===== src/rtl/pingpong_frame_buffer_pkg.sv =====
// Shared constants, event-pulse struct and helpers for the ping-pong frame buffer.
package pingpong_frame_buffer_pkg;

    // SKUT frame geometry and DAC idle code used as parameter defaults
    localparam int         PFB_DATA_W    = 8;
    localparam int         PFB_ADDR_W    = 7;
    localparam int         PFB_DEPTH     = 128;
    localparam logic [7:0] PFB_IDLE_FILL = 8'h80;

    // One-cycle event pulses, registered together
    typedef struct packed {
        logic wr_drop;
        logic underrun;
        logic overrun;
    } pfb_evt_t;

    // Saturating add of up to two events onto an 8-bit error counter
    function automatic logic [7:0] sat_add8(input logic [7:0] a, input logic [1:0] inc);
        logic [8:0] s;
        s = {1'b0, a} + {7'd0, inc};
        return s[8] ? 8'hFF : s[7:0];
    endfunction

endpackage


===== src/rtl/pingpong_frame_buffer_if.sv =====
// Write-side, read-side and status signals of the ping-pong frame buffer.
interface pingpong_frame_buffer_if
    import pingpong_frame_buffer_pkg::*;
#(
    parameter int DATA_W = PFB_DATA_W,
    parameter int ADDR_W = PFB_ADDR_W
);
    logic [DATA_W-1:0] wr_data;
    logic [ADDR_W-1:0] wr_addr;
    logic              wr_en;
    logic              wr_done;
    logic [ADDR_W-1:0] rd_addr;
    logic              rd_en;
    logic              rd_swap;
    logic [DATA_W-1:0] rd_data;
    logic              rd_bank;
    logic              frame_ready;
    logic              wr_drop;
    logic              underrun;
    logic              overrun;
    logic [15:0]       frame_cnt;
    logic [7:0]        err_cnt;

    modport master (
        output wr_data, wr_addr, wr_en, wr_done, rd_addr, rd_en, rd_swap,
        input  rd_data, rd_bank, frame_ready, wr_drop, underrun, overrun, frame_cnt, err_cnt
    );

    modport slave (
        input  wr_data, wr_addr, wr_en, wr_done, rd_addr, rd_en, rd_swap,
        output rd_data, rd_bank, frame_ready, wr_drop, underrun, overrun, frame_cnt, err_cnt
    );
endinterface


===== src/rtl/pingpong_frame_buffer_pp_bank_ram.sv =====
// Simple dual-port bank RAM: one write port, one registered read port.
module pp_bank_ram #(
    parameter int DATA_W = 8,
    parameter int ADDR_W = 7,
    parameter int DEPTH  = 128
) (
    input  logic              clk,
    input  logic              we,
    input  logic [ADDR_W-1:0] waddr,
    input  logic [DATA_W-1:0] wdata,
    input  logic              re,
    input  logic [ADDR_W-1:0] raddr,
    output logic [DATA_W-1:0] rdata
);
    logic [DATA_W-1:0] mem [DEPTH];
    logic [DATA_W-1:0] rdata_q;

    // Storage write and registered read; output holds while re is low
    always_ff @(posedge clk) begin
        if (we) mem[waddr] <= wdata;
        if (re) rdata_q <= mem[raddr];
    end

    assign rdata = rdata_q;
endmodule


===== src/rtl/pingpong_frame_buffer.sv =====
// Double-bank frame store: writer fills one bank while the reader plays the other;
// banks trade places on rd_swap once the writer has declared a complete frame.
module pingpong_frame_buffer
    import pingpong_frame_buffer_pkg::*;
#(
    parameter int              DATA_W    = PFB_DATA_W,
    parameter int              ADDR_W    = PFB_ADDR_W,
    parameter int              DEPTH     = PFB_DEPTH,
    parameter logic [DATA_W-1:0] IDLE_FILL = DATA_W'(PFB_IDLE_FILL),
    parameter bit              REPEAT_EN = 1'b1
) (
    input  logic                    clk,
    input  logic                    reset,
    pingpong_frame_buffer_if.slave  bus
);
    // DEPTH may equal 2**ADDR_W, so compare in one extra bit
    localparam logic [ADDR_W:0] DEPTH_L = (ADDR_W+1)'(DEPTH);

    logic rd_bank_q, rd_bank_d;
    logic frame_ready_q, frame_ready_d;
    logic have_frame_q, have_frame_d;
    logic fill_mode_q, fill_mode_d;
    logic rd_sel_q, rd_sel_d;
    logic rd_fill_q, rd_fill_d;
    pfb_evt_t evt_q, evt_d;
    logic [15:0] frame_cnt_q, frame_cnt_d;
    logic [7:0]  err_cnt_q, err_cnt_d;
    logic swap_ok, wr_fire;
    logic wr_in_range, rd_in_range;
    logic [1:0] bank_we;
    logic [1:0][DATA_W-1:0] bank_dout;

    assign wr_in_range = {1'b0, bus.wr_addr} < DEPTH_L;
    assign rd_in_range = {1'b0, bus.rd_addr} < DEPTH_L;

    // Next-state for bank control, event pulses, counters and read-path selects
    always_comb begin
        // wr_done in the swap cycle counts as a ready frame (done applies first)
        swap_ok        = bus.rd_swap && (frame_ready_q || bus.wr_done);
        wr_fire        = bus.wr_en && !frame_ready_q && wr_in_range;
        evt_d.wr_drop  = bus.wr_en && frame_ready_q;
        evt_d.underrun = bus.rd_swap && !swap_ok;
        evt_d.overrun  = bus.wr_done && frame_ready_q;

        rd_bank_d     = rd_bank_q ^ swap_ok;
        have_frame_d  = have_frame_q | swap_ok;
        frame_ready_d = frame_ready_q;
        if (swap_ok)          frame_ready_d = 1'b0;
        else if (bus.wr_done) frame_ready_d = 1'b1;
        fill_mode_d = fill_mode_q;
        if (swap_ok)                              fill_mode_d = 1'b0;
        else if (evt_d.underrun && !REPEAT_EN)    fill_mode_d = 1'b1;

        frame_cnt_d = frame_cnt_q + 16'(swap_ok);
        err_cnt_d   = sat_add8(err_cnt_q, {1'b0, evt_d.underrun} + {1'b0, evt_d.overrun});

        // Read selects follow the post-swap state so a swap+read cycle sees the new bank
        rd_sel_d  = rd_sel_q;
        rd_fill_d = rd_fill_q;
        if (bus.rd_en) begin
            rd_sel_d  = rd_bank_d;
            rd_fill_d = !have_frame_d || fill_mode_d || !rd_in_range;
        end

        // Writer always targets the bank the reader is not using
        bank_we[0] = wr_fire && rd_bank_q;
        bank_we[1] = wr_fire && !rd_bank_q;
    end

    // Control, counter and read-select registers with asynchronous reset
    always_ff @(posedge clk or negedge reset) begin
        if (!reset) begin
            rd_bank_q     <= 1'b0;
            frame_ready_q <= 1'b0;
            have_frame_q  <= 1'b0;
            fill_mode_q   <= 1'b0;
            rd_sel_q      <= 1'b0;
            rd_fill_q     <= 1'b1;
            evt_q         <= '0;
            frame_cnt_q   <= '0;
            err_cnt_q     <= '0;
        end else begin
            rd_bank_q     <= rd_bank_d;
            frame_ready_q <= frame_ready_d;
            have_frame_q  <= have_frame_d;
            fill_mode_q   <= fill_mode_d;
            rd_sel_q      <= rd_sel_d;
            rd_fill_q     <= rd_fill_d;
            evt_q         <= evt_d;
            frame_cnt_q   <= frame_cnt_d;
            err_cnt_q     <= err_cnt_d;
        end
    end

    for (genvar b = 0; b < 2; b++) begin : g_bank
        pp_bank_ram #(.DATA_W(DATA_W), .ADDR_W(ADDR_W), .DEPTH(DEPTH)) u_ram (
            .clk   (clk),
            .we    (bank_we[b]),
            .waddr (bus.wr_addr),
            .wdata (bus.wr_data),
            .re    (bus.rd_en),
            .raddr (bus.rd_addr),
            .rdata (bank_dout[b])
        );
    end

    // Output mux sits purely on registers (RAM read regs and the read selects)
    assign bus.rd_data     = rd_fill_q ? IDLE_FILL : bank_dout[rd_sel_q];
    assign bus.rd_bank     = rd_bank_q;
    assign bus.frame_ready = frame_ready_q;
    assign bus.wr_drop     = evt_q.wr_drop;
    assign bus.underrun    = evt_q.underrun;
    assign bus.overrun     = evt_q.overrun;
    assign bus.frame_cnt   = frame_cnt_q;
    assign bus.err_cnt     = err_cnt_q;
endmodule


===== src/flat_wrapper.sv =====
// flat-port wrapper written by rule: the top's interface ports become plain ports
module pingpong_frame_buffer_flat import pingpong_frame_buffer_pkg::*;
#(
    parameter int              DATA_W    = PFB_DATA_W,
    parameter int              ADDR_W    = PFB_ADDR_W,
    parameter int              DEPTH     = PFB_DEPTH,
    parameter logic [DATA_W-1:0] IDLE_FILL = DATA_W'(PFB_IDLE_FILL),
    parameter bit              REPEAT_EN = 1'b1
)
  (clk, reset, bus_wr_data, bus_wr_addr, bus_wr_en, bus_wr_done, bus_rd_addr, bus_rd_en, bus_rd_swap, bus_rd_data, bus_rd_bank, bus_frame_ready, bus_wr_drop, bus_underrun, bus_overrun, bus_frame_cnt, bus_err_cnt);
  pingpong_frame_buffer_if #(.DATA_W(DATA_W), .ADDR_W(ADDR_W)) bus_i ();
  input  logic clk;
  input  logic reset;
  input wire logic [$bits(bus_i.wr_data)-1:0] bus_wr_data;
  input wire logic [$bits(bus_i.wr_addr)-1:0] bus_wr_addr;
  input wire logic [$bits(bus_i.wr_en)-1:0] bus_wr_en;
  input wire logic [$bits(bus_i.wr_done)-1:0] bus_wr_done;
  input wire logic [$bits(bus_i.rd_addr)-1:0] bus_rd_addr;
  input wire logic [$bits(bus_i.rd_en)-1:0] bus_rd_en;
  input wire logic [$bits(bus_i.rd_swap)-1:0] bus_rd_swap;
  output wire logic [$bits(bus_i.rd_data)-1:0] bus_rd_data;
  output wire logic [$bits(bus_i.rd_bank)-1:0] bus_rd_bank;
  output wire logic [$bits(bus_i.frame_ready)-1:0] bus_frame_ready;
  output wire logic [$bits(bus_i.wr_drop)-1:0] bus_wr_drop;
  output wire logic [$bits(bus_i.underrun)-1:0] bus_underrun;
  output wire logic [$bits(bus_i.overrun)-1:0] bus_overrun;
  output wire logic [$bits(bus_i.frame_cnt)-1:0] bus_frame_cnt;
  output wire logic [$bits(bus_i.err_cnt)-1:0] bus_err_cnt;
  assign bus_i.wr_data = bus_wr_data;
  assign bus_i.wr_addr = bus_wr_addr;
  assign bus_i.wr_en = bus_wr_en;
  assign bus_i.wr_done = bus_wr_done;
  assign bus_i.rd_addr = bus_rd_addr;
  assign bus_i.rd_en = bus_rd_en;
  assign bus_i.rd_swap = bus_rd_swap;
  assign bus_rd_data = bus_i.rd_data;
  assign bus_rd_bank = bus_i.rd_bank;
  assign bus_frame_ready = bus_i.frame_ready;
  assign bus_wr_drop = bus_i.wr_drop;
  assign bus_underrun = bus_i.underrun;
  assign bus_overrun = bus_i.overrun;
  assign bus_frame_cnt = bus_i.frame_cnt;
  assign bus_err_cnt = bus_i.err_cnt;
  pingpong_frame_buffer #(.DATA_W(DATA_W), .ADDR_W(ADDR_W), .DEPTH(DEPTH), .IDLE_FILL(IDLE_FILL), .REPEAT_EN(REPEAT_EN)) u_core (.clk(clk), .reset(reset), .bus(bus_i));
endmodule

===== config.mk =====
export PLATFORM = sky130hd
export DESIGN_NAME = pingpong_frame_buffer_flat
export DESIGN_NICKNAME = d
export VERILOG_FILES = /design/src/rtl/pingpong_frame_buffer_pkg.sv /design/src/rtl/pingpong_frame_buffer_if.sv /design/src/rtl/pingpong_frame_buffer_pp_bank_ram.sv /design/src/rtl/pingpong_frame_buffer.sv /design/src/flat_wrapper.sv
export SDC_FILE = /design/constraint.sdc
export NUM_CORES = 2
export LEC_CHECK = 0
export CORE_MARGIN = 2
export CORE_UTILIZATION = 25
export DETAILED_ROUTE_END_ITERATION = 8
export PLACE_DENSITY_LB_ADDON = 0.1
export SYNTH_ARGS = -nofsm -noshare
export SYNTH_HDL_FRONTEND = slang
export SYNTH_SLANG_ARGS = --single-unit

===== constraint.sdc =====
create_clock -name clk -period 2.6 [get_ports clk]
set_input_delay 0.39 -clock clk [delete_from_list [all_inputs] [get_ports clk]]
set_output_delay 0.39 -clock clk [all_outputs]
set_load 0.005 [all_outputs]

==> flow_metrics.env <==
export IMPL_status="finished with violations"
export IMPL_failing_checks="setup timing"
export IMPL_worst_hold_startpoint="bus_rd_swap"
export IMPL_power_frac_clock_pct=43.0
export IMPL_port_buffers=64
export IMPL_clock_tree_from_tritoncts="yes"
export IMPL_most_common_layout_cells="2,064 x edfxtp_1, 672 x mux4_2, 504 x buf_4, 273 x nor2_1, 241 x clkbuf_16"
export IMPL_critPathMaxFanout=1
export IMPL_cts_reportedPaths_clkPinSlew_ns=0.06
export IMPL_routedWlPerCell_um=28.0
export IMPL_finalCritPeriodShare_pct=102
export IMPL_netSwitchingPower_mw=16.6
export IMPL_clkLatencyLatePin_ns=0.89
export IMPL_fraction_of_layout_instances_using_a_drive_strength_above_1_pct=38.8
export IMPL_timing_hold_ws_ns=0.114
export IMPL_synth_yosys_seq_area_share_pct=77.8
export IMPL_drt_wl_total_mm=242
export IMPL_std_cell_rows=208
export IMPL_finalSetupViolCount=4
export IMPL_cp_slowest_cell="mux4_2"
export IMPL_worst_slew_pin_slew_ns=0.802
export IMPL_totalPowerFinal_mw=74.4
export IMPL_drtPass1Iterations=5
export IMPL_clock_sinks=2097
export IMPL_cellPowerDensity_nw_per_um2=746
export IMPL_place_gp_congestion=0.717
export IMPL_route_vias_total=37995
export IMPL_postRouteAntennaNets=0
export IMPL_postSynthAreaPerCell_um2=24.0
export IMPL_startpoint_of_the_most_critical_register_to_register_path="u_core.g_bank[0].u_ram.mem[58][6]$_DFFE_PP_"
export IMPL_most_common_library_cell_in_the_layout_ignoring_fill_and_taps="edfxtp_1"
export IMPL_grt_max_degree=87
export IMPL_max_stage_delay_ns=0.60
export IMPL_layout_cell_area_excl_fill_um2=99700
export IMPL_setup_worst_path_start_class="register"
export IMPL_worst_clock_skew_ns=0.0512
export IMPL_netlist_instances=3368
export IMPL_start_util_pct=25.1
export IMPL_cp_required_ns=3.21
export IMPL_yosys_register_bits=2097
export IMPL_final_critical_path_setup_slack_ns=-0.0499
export IMPL_worstSetupEndpointType="register"
export IMPL_ys_flop_type="edfxtp_1"
export IMPL_design_final_nets=4157
export IMPL_syn_cell_area_um2=80700
export IMPL_antenna_violations_before_repair=30
export IMPL_power_switching_fraction_pct=22.3
export IMPL_unrepaired_setup_endpoints_after_global_routing="yes"
export IMPL_globalRouteOverflowTotal=0
export IMPL_p_int_mw=57.8
export IMPL_sequentialPowerShare_pct=50.5
export IMPL_grt_pass1_vias=39620
export IMPL_crit_path_cell_trace="mux4_2 -> mux4_2 -> mux4_2 -> mux2_4"
export IMPL_drt_iter0_drc=3335
export IMPL_overall_global_routing_usage_pct=14.7
export IMPL_power_ir_vdd_worst_uv=527
export IMPL_io_pin_count=65
export IMPL_slew_headroom_pct=46.5
export IMPL_grt_first_pass_wirelength_mm=335
export IMPL_yosys_cell_types_count=32
export IMPL_cap_violations=0
export IMPL_synth_fp_nets=3400
export IMPL_synth_top_cells_by_area="edfxtp_1 77%, mux4_2 19%, nor2_1 1.3%"
export IMPL_cellLeakagePower_nw=31.6
export IMPL_critical_path_most_common_cell="mux4_2"
export IMPL_fillerInstances=30730
export IMPL_die_height_um=572
export IMPL_detail_route_vias_per_cell=4.40
export IMPL_cts_root_buf="clkbuf_16"
export IMPL_dieWidth_um=572
export IMPL_clockBufferDepth=4
export IMPL_synth_edff_count=2064
export IMPL_finalCriticalPeriod_ns=2.65
export IMPL_synth_largest_type_area_fraction_pct=76.8
export IMPL_synth_async_sr_flop_share_pct=1.57
export IMPL_cts_htree_levels=4
export IMPL_timing_critical_path_from="u_core.g_bank[0].u_ram.mem[58][6]$_DFFE_PP_"
export IMPL_design_die_area_um2=327000
export IMPL_cts_made_buffers=239
export IMPL_dpl_hpwl_mm=156
export IMPL_timing_hold_worst_class="in -> reg"
export IMPL_remaining_drc_errors=0
export IMPL_slew_violations=0
export IMPL_max_freq_mhz=377
export IMPL_area_growth_syn_to_layout_pct=23.6
export IMPL_yosysWarnings=0
export IMPL_arrival_ns=3.26
export IMPL_p_comb_share_pct=6.5
export IMPL_core_area_um2=321000
export IMPL_postPlaceCellArea_um2=92300
export IMPL_synth_largest_area_cell="edfxtp_1"
export IMPL_worst_setup_path_type="reg -> reg"
export IMPL_final_hold_viol_count=0
==> power by group through the flow <==
stage	Clock, mW	Combinational, mW	Sequential [mW]
floorplan	0	2.17	38.2
global placement	0	4.93	38.3
detailed placement	0	4.94	38.3
CTS	33.1	5.03	37.6
global route	34.4	5.18	37.6
finish	32.0	4.84	37.6
==> cell usage after synthesis, types with 3 or more instances <==
master	number
buf_1	28
buf_2	46
buf_4	8
clkbuf_1	103
dfrtp_1	32
edfxtp_1	2064
ha_1	3
inv_1	6
mux2_2	18
mux2i_1	7
mux4_2	672
nand2_1	36
nand3_1	19
nand4_1	4
nor2_1	277
nor2b_1	7
nor3_1	3
xnor2_1	11
xor2_1	7
==> stage by stage <==
step	util (%)	TNS, ns	worst slack, ns	instances
floorplan	-	-2.02	-0.126	3368
global placement	28.7	-12.89	-0.845	8181
detailed placement	28.7	-12.60	-0.839	8181
CTS	31.0	-0.643	-0.115	8626
global route	31.0	-0.517	-0.0816	8629
finish	31.0	-0.0937	-0.0499	8633
==> kinds of logic after synthesis <==
kind of cell	Yosys count	share of synthesized area, %
and+or+nand+nor	356	1.77
DFF	2097	77.8
adders and majority gates	4	0.0713
AOI/OAI and AO/OA	5	0.0372
buffers and inverters	191	0.997
muxes	697	19.1
xor gates and xnor gates	18	0.195
==> path summary, 6_finish.rpt <==
| check | endpoint | slack [ns] | depth (start not counted) |
|---|---|---|---|
| hold reg to reg | u_core.fill_mode_q$_DFF_PN0_ | 0.47 | 2 |
| min in group asynchronous | u_core.bus.frame_cnt[14]$_DFF_PN0_ | 0.12 | 2 |
| setup / recovery | u_core.g_bank[0].u_ram.rdata[6]$_DFFE_PP_ | -0.05 | 4 |
| setup reg to reg | u_core.g_bank[0].u_ram.rdata[6]$_DFFE_PP_ | -0.05 | 4 |
| hold / removal | u_core.bus.frame_ready$_DFFE_PN0P_ | 0.11 | 2 |
| max in group asynchronous | u_core.rd_sel_q$_DFFE_PN0P_ | 1.92 | 2 |
==> routing by layer <==
metal	up-vias	global-route usage (%)	routed length, µm
li1	15941	-	-
met4	0	3.25	4960
met1	20934	20.7	111000
met5	-	0	0
met3	298	2.25	9860
met2	822	24.0	116000
==> worst max-delay path: cells and delay by family, from the launching register on <==
| family | cells | cell delay [ns] |
|---|---|---|
| muxes | 4 | 2.00 |
| DFF | 1 | 0.37 |
==> area by class of cell <==
cell class                 count  area [µm²]  share of cell area (%)
timing repair buffer         701        7010                    7.03
antenna                        8        20.0                  0.0201
tap                         4305        5390                    5.40
clock inverter               139        1040                    1.04
clock buffer                 297        6240                    6.26
multi-input combinational   1080       17200                    17.2
inverter                       6        22.5                  0.0226
sequential                  2097       62800                    63.0
==> timing repair <==
item	4_1_cts	5_1_grt
hold endpoints to repair	288	0
cloned	0	0
buffers inserted	3	0
pin swaps	8	6
setup endpoints to repair	15	19
gates resized for setup	53	6
hold buffers	9	0
==> sequential cells by signal, summed over array words and instances (netlist names) <==
name / cells
u_core.bus.err_cnt: 8
u_core.bus.frame_cnt: 16
u_core.bus.frame_ready: 1
u_core.bus.overrun: 1
u_core.bus.rd_bank: 1
u_core.bus.underrun: 1
u_core.bus.wr_drop: 1
u_core.fill_mode_q: 1
u_core.g_bank.u_ram.mem: 2048
u_core.g_bank.u_ram.rdata: 16
u_core.have_frame_q: 1
u_core.rd_fill_q: 1
u_core.rd_sel_q: 1
Power figures use the tool's default switching activity.
